`config.mk`:
```
export PLATFORM = sky130hd
export DESIGN_NAME = mem_load_queue_flat
export DESIGN_NICKNAME = d
export VERILOG_FILES = /design/src/rtl/mem_load_queue_pkg.sv /design/src/rtl/mem_load_queue_if.sv /design/src/rtl/mem_load_align.sv /design/src/rtl/mem_load_queue.sv /design/src/flat_wrapper.sv
export SDC_FILE = /design/constraint.sdc
export NUM_CORES = 1
export LEC_CHECK = 0
export ABC_CLOCK_PERIOD_IN_PS = 7000
export CORE_UTILIZATION = 59
export DETAILED_ROUTE_END_ITERATION = 6
export GPL_ROUTABILITY_DRIVEN = 1
export PLACE_DENSITY = 0.85
export SLEW_MARGIN = 20
export SYNTH_ARGS = -nofsm -noshare
export SYNTH_HDL_FRONTEND = slang
export SYNTH_SLANG_ARGS = --single-unit
```
`constraint.sdc`:
```
create_clock -name clk -period 7 [get_ports clk]
set_input_delay 0.7 -clock clk [delete_from_list [all_inputs] [get_ports clk]]
set_output_delay 0.7 -clock clk [all_outputs]
set_load 0.01 [all_outputs]
```
`src/rtl/mem_load_queue_pkg.sv`:
```
// Shared types and constants for the MEM-stage load return queue.
// Load opcodes, field widths, the per-entry metadata struct, and a small
// sign/zero extension helper used by the aligner.
// The optional lwl/lwr support is controlled by the macro MEM_LOAD_LWLR_EN.
package mem_load_queue_pkg;

  localparam int unsigned LOAD_OP_W = 3;
  localparam int unsigned OFF_W     = 2;
  localparam int unsigned RD_W      = 5;
  localparam int unsigned XLEN      = 32;

  localparam logic [LOAD_OP_W-1:0] LOAD_LB  = 3'd0;
  localparam logic [LOAD_OP_W-1:0] LOAD_LBU = 3'd1;
  localparam logic [LOAD_OP_W-1:0] LOAD_LH  = 3'd2;
  localparam logic [LOAD_OP_W-1:0] LOAD_LHU = 3'd3;
  localparam logic [LOAD_OP_W-1:0] LOAD_LW  = 3'd4;
  localparam logic [LOAD_OP_W-1:0] LOAD_LWL = 3'd5;
  localparam logic [LOAD_OP_W-1:0] LOAD_LWR = 3'd6;

  // Metadata captured when MEM hands a load to the queue.
  typedef struct packed {
    logic [LOAD_OP_W-1:0] op;
    logic [OFF_W-1:0]     off;
    logic [RD_W-1:0]      rd;
    logic [XLEN-1:0]      pc;
`ifdef MEM_LOAD_LWLR_EN
    logic [XLEN-1:0]      rt;
`endif
  } load_meta_t;

  // Extend an 8- or 16-bit quantity to XLEN; sgn selects sign extension.
  function automatic logic [XLEN-1:0] ext8(input logic [7:0] v, input logic sgn);
    return {{(XLEN-8){sgn & v[7]}}, v};
  endfunction

  function automatic logic [XLEN-1:0] ext16(input logic [15:0] v, input logic sgn);
    return {{(XLEN-16){sgn & v[15]}}, v};
  endfunction

endpackage

```
`src/rtl/mem_load_queue_if.sv`:
```
// Bus between MEM/SRAM/WB and the load return queue.
// master: the pipeline side (drives requests, SRAM beats, WB ready, flush).
// slave : the queue (drives req_ready, wb_* results, occupancy, proto_err).
interface mem_load_queue_if #(
  parameter int unsigned DEPTH = 4
);
  import mem_load_queue_pkg::*;

  localparam int unsigned CNT_W = $clog2(DEPTH) + 1;

  logic                 flush;
  logic                 req_valid;
  logic                 req_ready;
  logic [LOAD_OP_W-1:0] req_op;
  logic [OFF_W-1:0]     req_off;
  logic [RD_W-1:0]      req_rd;
  logic [XLEN-1:0]      req_rt_data;
  logic [XLEN-1:0]      req_pc;
  logic                 rsp_valid;
  logic [XLEN-1:0]      rsp_data;
  logic                 wb_valid;
  logic                 wb_ready;
  logic [RD_W-1:0]      wb_rd;
  logic [XLEN-1:0]      wb_data;
  logic [XLEN-1:0]      wb_pc;
  logic [CNT_W-1:0]     outstanding;
  logic                 proto_err;

  modport master (
    output flush, req_valid, req_op, req_off, req_rd, req_rt_data, req_pc,
           rsp_valid, rsp_data, wb_ready,
    input  req_ready, wb_valid, wb_rd, wb_data, wb_pc, outstanding, proto_err
  );

  modport slave (
    input  flush, req_valid, req_op, req_off, req_rd, req_rt_data, req_pc,
           rsp_valid, rsp_data, wb_ready,
    output req_ready, wb_valid, wb_rd, wb_data, wb_pc, outstanding, proto_err
  );

endinterface

```
`src/rtl/mem_load_align.sv`:
```
// Combinational load aligner: selects and extends the addressed byte/half,
// or merges the SRAM word with the old rt value for lwl/lwr (little endian).
// Ports: op, off (addr[1:0]), raw (SRAM word), rt (old rt value) -> result.
// Kept standalone so a future store-forward path can reuse it.
module mem_load_align
  import mem_load_queue_pkg::*;
(
  input  logic [LOAD_OP_W-1:0] op,
  input  logic [OFF_W-1:0]     off,
  input  logic [XLEN-1:0]      raw,
  input  logic [XLEN-1:0]      rt,
  output logic [XLEN-1:0]      result
);

  logic [7:0]  byte_sel;
  logic [15:0] half_sel;

  // Byte/half lane selection.
  always_comb begin
    byte_sel = raw[7:0];
    case (off)
      2'd0: byte_sel = raw[7:0];
      2'd1: byte_sel = raw[15:8];
      2'd2: byte_sel = raw[23:16];
      2'd3: byte_sel = raw[31:24];
      default: byte_sel = raw[7:0];
    endcase
    half_sel = off[1] ? raw[31:16] : raw[15:0];
  end

  // Opcode decode; misaligned halves and unknown ops return zero.
  always_comb begin
    result = '0;
    case (op)
      LOAD_LB:  result = ext8(byte_sel, 1'b1);
      LOAD_LBU: result = ext8(byte_sel, 1'b0);
      LOAD_LH:  result = off[0] ? '0 : ext16(half_sel, 1'b1);
      LOAD_LHU: result = off[0] ? '0 : ext16(half_sel, 1'b0);
      LOAD_LW:  result = raw;
      LOAD_LWL: begin
        case (off)
          2'd0: result = {raw[7:0],  rt[23:0]};
          2'd1: result = {raw[15:0], rt[15:0]};
          2'd2: result = {raw[23:0], rt[7:0]};
          default: result = raw;
        endcase
      end
      LOAD_LWR: begin
        case (off)
          2'd0: result = raw;
          2'd1: result = {rt[31:24], raw[31:8]};
          2'd2: result = {rt[31:16], raw[31:16]};
          default: result = {rt[31:8], raw[31:24]};
        endcase
      end
      default: result = '0;
    endcase
  end

endmodule

```
`src/rtl/mem_load_queue.sv`:
```
// MEM-stage load return queue: DEPTH-entry in-order circular buffer pairing
// load metadata with variable-latency SRAM beats, aligning the head result
// and handing it to WB over valid/ready. Flushed loads' beats are dropped.
// Ports: clk, rst (sync, active-high), bus (mem_load_queue_if.slave) carrying
//   flush, req_* (load in), rsp_* (SRAM beat), wb_* (result out),
//   outstanding (occupancy) and proto_err (sticky spurious-beat flag).
// Macro MEM_LOAD_LWLR_EN: enables lwl/lwr and per-entry rt storage; without
// it lwl/lwr return 0 and req_rt_data is ignored.
module mem_load_queue
  import mem_load_queue_pkg::*;
#(
  parameter int unsigned DEPTH = 4
) (
  input  logic               clk,
  input  logic               rst,
  mem_load_queue_if.slave    bus
);

  localparam int unsigned CNT_W = $clog2(DEPTH) + 1;
  localparam int unsigned PTR_W = $clog2(DEPTH);

  logic [PTR_W-1:0] wr_ptr, fill_ptr, rd_ptr;
  logic [CNT_W-1:0] count, unf_cnt, drop_cnt;
  logic [DEPTH-1:0] filled;
  logic             proto_err_q;

  load_meta_t       meta_q [DEPTH];
  logic [XLEN-1:0]  data_q [DEPTH];

  logic             req_ready_c;
  logic             accept, fill, spurious, pop, head_valid;
  logic [CNT_W-1:0] drop_pend;
  load_meta_t       head_meta, new_meta;
  logic [XLEN-1:0]  head_rt, align_res;
  logic             head_lwlr;

  // Handshake decode. unf_cnt (accepted but unfilled) disambiguates
  // fill_ptr == wr_ptr and excludes a same-cycle accept from filling.
  always_comb begin
    req_ready_c = (count != CNT_W'(DEPTH)) && (drop_cnt == '0);
    accept      = bus.req_valid && req_ready_c;
    fill        = bus.rsp_valid && (drop_cnt == '0) && (unf_cnt != '0);
    spurious    = bus.rsp_valid && (drop_cnt == '0) && (unf_cnt == '0);
    head_valid  = filled[rd_ptr];
    pop         = head_valid && bus.wb_ready;
  end

  // Beats still owed by the SRAM after a flush, less one landing this cycle.
  always_comb begin
    drop_pend = drop_cnt + unf_cnt;
    if (bus.rsp_valid && (drop_pend != '0)) drop_pend = drop_pend - CNT_W'(1);
  end

  // Pointers, occupancy, drop counter and sticky error.
  always_ff @(posedge clk) begin
    if (rst) begin
      wr_ptr      <= '0;
      fill_ptr    <= '0;
      rd_ptr      <= '0;
      count       <= '0;
      unf_cnt     <= '0;
      drop_cnt    <= '0;
      filled      <= '0;
      proto_err_q <= 1'b0;
    end else if (bus.flush) begin
      wr_ptr   <= '0;
      fill_ptr <= '0;
      rd_ptr   <= '0;
      count    <= '0;
      unf_cnt  <= '0;
      filled   <= '0;
      drop_cnt <= drop_pend;
      if (spurious) proto_err_q <= 1'b1;
    end else begin
      if (accept) wr_ptr <= wr_ptr + PTR_W'(1);
      if (fill) begin
        filled[fill_ptr] <= 1'b1;
        fill_ptr         <= fill_ptr + PTR_W'(1);
      end
      // A pop never targets fill_ptr: the head is filled, fill_ptr is not.
      if (pop) begin
        filled[rd_ptr] <= 1'b0;
        rd_ptr         <= rd_ptr + PTR_W'(1);
      end
      count   <= count + CNT_W'(accept) - CNT_W'(pop);
      unf_cnt <= unf_cnt + CNT_W'(accept) - CNT_W'(fill);
      if (bus.rsp_valid && (drop_cnt != '0)) drop_cnt <= drop_cnt - CNT_W'(1);
      if (spurious) proto_err_q <= 1'b1;
    end
  end

  always_comb begin
    new_meta     = '0;
    new_meta.op  = bus.req_op;
    new_meta.off = bus.req_off;
    new_meta.rd  = bus.req_rd;
    new_meta.pc  = bus.req_pc;
`ifdef MEM_LOAD_LWLR_EN
    new_meta.rt  = bus.req_rt_data;
`endif
  end

  // Entry payload storage; contents only matter once filled/valid.
  always_ff @(posedge clk) begin
    if (accept) meta_q[wr_ptr] <= new_meta;
    if (fill)   data_q[fill_ptr] <= bus.rsp_data;
  end

  assign head_meta = meta_q[rd_ptr];

`ifdef MEM_LOAD_LWLR_EN
  assign head_rt   = head_meta.rt;
  assign head_lwlr = 1'b0;
`else
  logic unused_rt;
  assign unused_rt = ^bus.req_rt_data;
  assign head_rt   = '0;
  assign head_lwlr = (head_meta.op == LOAD_LWL) || (head_meta.op == LOAD_LWR);
`endif

  mem_load_align u_align (
    .op     (head_meta.op),
    .off    (head_meta.off),
    .raw    (data_q[rd_ptr]),
    .rt     (head_rt),
    .result (align_res)
  );

  // WB outputs follow the head entry and read as zero when it is not filled.
  always_comb begin
    bus.req_ready   = req_ready_c;
    bus.wb_valid    = head_valid;
    bus.wb_rd       = head_valid ? head_meta.rd : '0;
    bus.wb_pc       = head_valid ? head_meta.pc : '0;
    bus.wb_data     = (head_valid && !head_lwlr) ? align_res : '0;
    bus.outstanding = count;
    bus.proto_err   = proto_err_q;
  end

endmodule
```
`src/flat_wrapper.sv`:
```
// flat-port wrapper written by rule: the top's interface ports become plain ports
module mem_load_queue_flat import mem_load_queue_pkg::*;
#(
  parameter int unsigned DEPTH = 4
)
  (clk, rst, bus_flush, bus_req_valid, bus_req_op, bus_req_off, bus_req_rd, bus_req_rt_data, bus_req_pc, bus_rsp_valid, bus_rsp_data, bus_wb_ready, bus_req_ready, bus_wb_valid, bus_wb_rd, bus_wb_data, bus_wb_pc, bus_outstanding, bus_proto_err);
  mem_load_queue_if #(.DEPTH(DEPTH)) bus_i ();
  input  logic clk;
  input  logic rst;
  input wire logic [$bits(bus_i.flush)-1:0] bus_flush;
  input wire logic [$bits(bus_i.req_valid)-1:0] bus_req_valid;
  input wire logic [$bits(bus_i.req_op)-1:0] bus_req_op;
  input wire logic [$bits(bus_i.req_off)-1:0] bus_req_off;
  input wire logic [$bits(bus_i.req_rd)-1:0] bus_req_rd;
  input wire logic [$bits(bus_i.req_rt_data)-1:0] bus_req_rt_data;
  input wire logic [$bits(bus_i.req_pc)-1:0] bus_req_pc;
  input wire logic [$bits(bus_i.rsp_valid)-1:0] bus_rsp_valid;
  input wire logic [$bits(bus_i.rsp_data)-1:0] bus_rsp_data;
  input wire logic [$bits(bus_i.wb_ready)-1:0] bus_wb_ready;
  output wire logic [$bits(bus_i.req_ready)-1:0] bus_req_ready;
  output wire logic [$bits(bus_i.wb_valid)-1:0] bus_wb_valid;
  output wire logic [$bits(bus_i.wb_rd)-1:0] bus_wb_rd;
  output wire logic [$bits(bus_i.wb_data)-1:0] bus_wb_data;
  output wire logic [$bits(bus_i.wb_pc)-1:0] bus_wb_pc;
  output wire logic [$bits(bus_i.outstanding)-1:0] bus_outstanding;
  output wire logic [$bits(bus_i.proto_err)-1:0] bus_proto_err;
  assign bus_i.flush = bus_flush;
  assign bus_i.req_valid = bus_req_valid;
  assign bus_i.req_op = bus_req_op;
  assign bus_i.req_off = bus_req_off;
  assign bus_i.req_rd = bus_req_rd;
  assign bus_i.req_rt_data = bus_req_rt_data;
  assign bus_i.req_pc = bus_req_pc;
  assign bus_i.rsp_valid = bus_rsp_valid;
  assign bus_i.rsp_data = bus_rsp_data;
  assign bus_i.wb_ready = bus_wb_ready;
  assign bus_req_ready = bus_i.req_ready;
  assign bus_wb_valid = bus_i.wb_valid;
  assign bus_wb_rd = bus_i.wb_rd;
  assign bus_wb_data = bus_i.wb_data;
  assign bus_wb_pc = bus_i.wb_pc;
  assign bus_outstanding = bus_i.outstanding;
  assign bus_proto_err = bus_i.proto_err;
  mem_load_queue #(.DEPTH(DEPTH)) u_core (.clk(clk), .rst(rst), .bus(bus_i));
endmodule
```
# Yosys cells after proc, flatten, opt, wreduce, memory -nomap -nowiden
# Memory sizes are Yosys's and may differ from the RTL's. A register that Yosys moved wholly into a read port is not among the register bits.
# Cells that the tools add are included.
# word_totals
mem_bits_rw	296
elab_cells	90
memories	2
inputBits	112
out_inout_bits	75
register_bits	20
# op_classes
order_cmp	4
reduce_logical	22
n_bitwise	3
n_eq_ne	10
addsub	10
mux	31
# memory_table
memory	depth	word_bits	rd	rd_ports_with_merged_regs	wr	line_no	rtl
u_core.meta_q	4	42	1	1	1	mem_load_queue.sv:27	load_meta_t meta_q [DEPTH];
u_core.data_q	4	32	1	1	1	mem_load_queue.sv:28	logic [XLEN-1:0] data_q [DEPTH];
# op_table
operator	n
$pmux 32 s7	1
$pmux 32 s3	2
$mux 32	3
$mux 16	2
$pmux 8 s4	1
$mux 4	4
$logic_and 1x1->1	11
$eq 3x3->1 const B	3
$logic_not 3->1	3
$mux 3	3
$reduce_bool 3->1	3
$mux 2	4
$mux 1	7
$add 2x1->2 const B	3
$add 3x1->3	2
$eq 3x2->1 const B	2
$lt 2x3->1 const B	2
$sub 3x1->3	2
$sub 3x1->3 const B	2
$mux 5	1
$and 4x4->4	1
$demux 1 s2	2
$eq 2x2->1 const B	2
$ge 2x1->1 const B	2
other kinds (12)	12

# Depth between registers and ports, before layout
# depth
depth_word	10
ltp_mapped	13
mapped_depth_nobuf	11

# By module
# A second synthesis with hierarchy kept.
# hier_totals
cells_unflattened	830
area_unflattened_um2	14266.2
# by_module_without_submodules
mod	area_each_um2	instances	cells_per_inst
mem_load_queue	12504.5	1	609
mem_load_align	1761.7	1	221

# Worst setup path after synthesis
# OpenSTA, ideal clock, no wires.
# synth_timing
kind	register to output
from	register (tool-made name)
to	output port bus_wb_data[0]
path_slack_ns	4.051
t_required_ns	6.300
path_stages_with_launch	7
arrival_time_ns	2.249
cell_sequence	dfxtp_1 buf_6 buf_2 mux4_2 mux4_2 nor2b_1 a221o_1
# synth_lines
item	line_no	rtl
end, declared	flat_wrapper.sv:23	output wire logic [$bits(bus_i.wb_data)-1:0] bus_wb_data;

==> results.md <==
* Outcome: complete, but fails checks
* Failing checks: DRC
* Tot Pwr at 4.35 mW
* Row cnt at 54
* Critical path class: reg2out
* R2R Path End: u_core.bus.outstanding[2]
* GPL Wtd Cong at 0.904
* Critical-path maximum fanout at 74
* Slew HR at 27.1%
* Largest net degree at the start of global routing at 75
* Clock Sinks at 318
* Clk slew on worst S/H paths at 0.06 ns
* Leading area contributor after synthesis: edfxtp_1
* Avg Synthesized Cell Area at 18.8 um2
* Max IR drop VDD at 0.230 mV
* Switching Power at 0.956 mW
* GRT Overall Usage at 25.1%
* Setup ws final at 1.50 ns
* Die W at 153 um
* First-pass GRT wire length at 44500 um
* Critical path data required time at 6.30 ns
* CP endpoint: bus_wb_data[10]
* Post-layout util at 73.4%
* Port bufs at 154
* Starting density of the core at 60.7%
* Layout Skew at 0.00920 ns
* Mapped Cells at 712
* Fmax at 182 MHz
* CORE AREA at 22000 um2
* Worst setup SP type: flip-flop
* Initial antenna violation count at 2
* Max-Cap Viols at 0
* Die Y at 153 um
* Final wirelength at 28800 um
* Worst r2r path cells at 12
* Post-synth EDFFs at 296
* Post-CTS Resized at 0
* I/O pin count at 187
* First drt pass iteration count at 7
* DRC viols at 22
* Setup violators final at 0
* Fin Hold WS at 0.498 ns
* H-tree Lvls at 1
* Via-to-Cell Ratio at 6.35
* P_int at 3.40 mW
* Post-route insts no fill at 1173
* Synth top area share at 66.5%
* Register area at 9340 um2
* Main synth FF type: edfxtp_1
* Pre-CTS WS at 2.16 ns
* Cell area after layout at 16200 um2
* Leak pwr at 5.34 nW
* Die Area at 23300 um2
* Distinct cells, synth at 58
* Pins Over Slew Limit at 0
* Commonest non-fill, non-tap cells in the layout: edfxtp_1, clkdlybuf4s50_1, mux4_2
* Cells after DPL at 1115
* R2R Path Start: u_core.rd_ptr[0]
* Clk pwr share at 39.7%
* Commonest non-fill, non-tap cell in the layout: edfxtp_1
* Post-synth ARST share at 0%
* CTS tree: done
* # fillers at 1234
* Sequential share of the synthesized area at 69.8%
* Worst-Skew Late Latency at 0.57 ns
* Final antenna-violating net count at 0
* Worst Hold Class: reg2reg
* Post-CTS Setup Inserts at 0
* Vias in the first global route at 7729
* FF+latch count, synth at 318
* CTS Buf Count at 31
* Crit end category: output pin
* Syn Nets at 848
* Combinational share of power at 10.0%
* Post-DP HPWL at 17200 um
* Setup TNS at 0 ns
* Layout cell share with drive strength beyond 1 at 16.5%
* Min Tclk post-route at 5.50 ns
* Synth Cell Area at 13400 um2
* Reg power frac at 50.3%
* Arr. time, crit path at 4.80 ns
* Internal reg-to-reg setup slack at 3.70 ns
* DR iter-0 viols at 584
* Multi-input logic area at 3750 um2
* Post-CTS Hold Buffers at 0
* Synth Warn # at 0
* Final period utilization at 78.5%
* GRT overflow at 0
* Slew @ Worst Pin at 1.09 ns
* Post-place instance area at 15100 um2
* Unrepaired setup endpoints after global routing: no
* Area delta synth->final at 21.0%
* Average wire per standard cell at 24.5 um
* Biggest area contributors in the synthesized netlist: edfxtp_1, mux4_2, dfxtp_1, nor2b_1, ha_1
* Vias at 7447
* Clock tree buffer depth at 3
* Root buffer cell: clkbuf_16
* Pwr/cell area at 269 nW/um2
* Hold Vio Cnt, Final at 0
* Sw frac at 22.0%
* Fin nets at 1004
routing by layer:
layer	global-route usage, %	vias up	wire (um)
li1	-	3174	-
met2	42.4	410	14600
met4	7.17	2	633
met3	4.61	62	2330
met1	33.9	3799	11200
met5	0	-	13
cells in the mapped netlist (2+ instances only):
master and n:
a211o_1 7, a211oi_1 6, a21o_1 14, a21oi_1 9
a221o_1 13, a22o_1 4, a31oi_1 2, and2_1 10
and3_1 17, buf_12 2, buf_2 11, buf_4 4
buf_6 4, clkbuf_1 15, dfxtp_1 22, edfxtp_1 296
fa_1 3, ha_1 21, inv_1 21, mux2_2 6
mux2i_1 5, mux4_1 4, mux4_2 75, nand2_1 6
nand2b_1 5, nand3_1 3, nand3b_1 3, nor2_1 31
nor2b_1 46, nor3_1 2, nor3b_1 4, nor4_1 2
o21ai_0 3, o31a_1 3, or2_1 3, xnor2_1 8
critical path, cell delays in order (launching register included):
cell             delay, ns
dfxtp_4               1.06
mux4_2                0.57
or2_1                 0.29
a21oi_1               0.86
o21a_1                0.57
a221o_1               0.30
clkdlybuf4s50_1       0.55
final cells by class:
cell class,instances,area share (%)
antenna,1,0.0155
tap,280,2.17
timing repair buffer,160,9.83
clock inverter,11,1.08
inverter,21,0.487
clock buffer,46,5.52
multi-input combinational,336,23.2
sequential,318,57.7
state kept, by name, summed over array words and instances (netlist names), named ones only:
name and count:
u_core.drop_cnt 3, u_core.fill_ptr 2, u_core.rd_ptr 2, u_core.data_q 128, u_core.bus.outstanding 3, u_core.meta_q 168, u_core.wr_ptr 2, u_core.filled 4
u_core.unf_cnt 3, u_core.bus.proto_err 1
worst min path at each step:
stage                         start                   end  cells past startpoint
6_report           u_core.filled[1]      u_core.filled[1]                      2
5_1_grt        u_core.bus.proto_err  u_core.bus.proto_err                      2
4_1_cts        u_core.bus.proto_err  u_core.bus.proto_err                      2
3_5_place_dp   u_core.bus.proto_err  u_core.bus.proto_err                      2
3_3_place_gp   u_core.bus.proto_err  u_core.bus.proto_err                      2
2_1_floorplan      u_core.filled[0]      u_core.filled[0]                      2
kinds of logic (layout without fill, tap and decap cells):
logic type	count (synthesis)	in the layout	synth area share [%]
AND/OR/NAND/NOR	140	140	6.03
adder cells (fa/ha/maj)	24	24	2.42
XOR/XNOR	10	10	0.758
AO/OA/AOI/OAI	71	71	4.26
flip-flops	318	318	69.8
other	0	1	0
buffers and inverters	58	238	2.31
multiplexers	91	91	14.4
power by group through the flow:
stage | sequential, mW | clock, mW | combinational (mW)
after floorplan | 2.22 | 0 | 0.267
after global placement | 2.22 | 0 | 0.391
after detailed placement | 2.23 | 0 | 0.420
after CTS | 2.19 | 1.74 | 0.428
after global routing | 2.20 | 1.81 | 0.467
final | 2.19 | 1.73 | 0.435
Power figures use the tool's default switching activity.
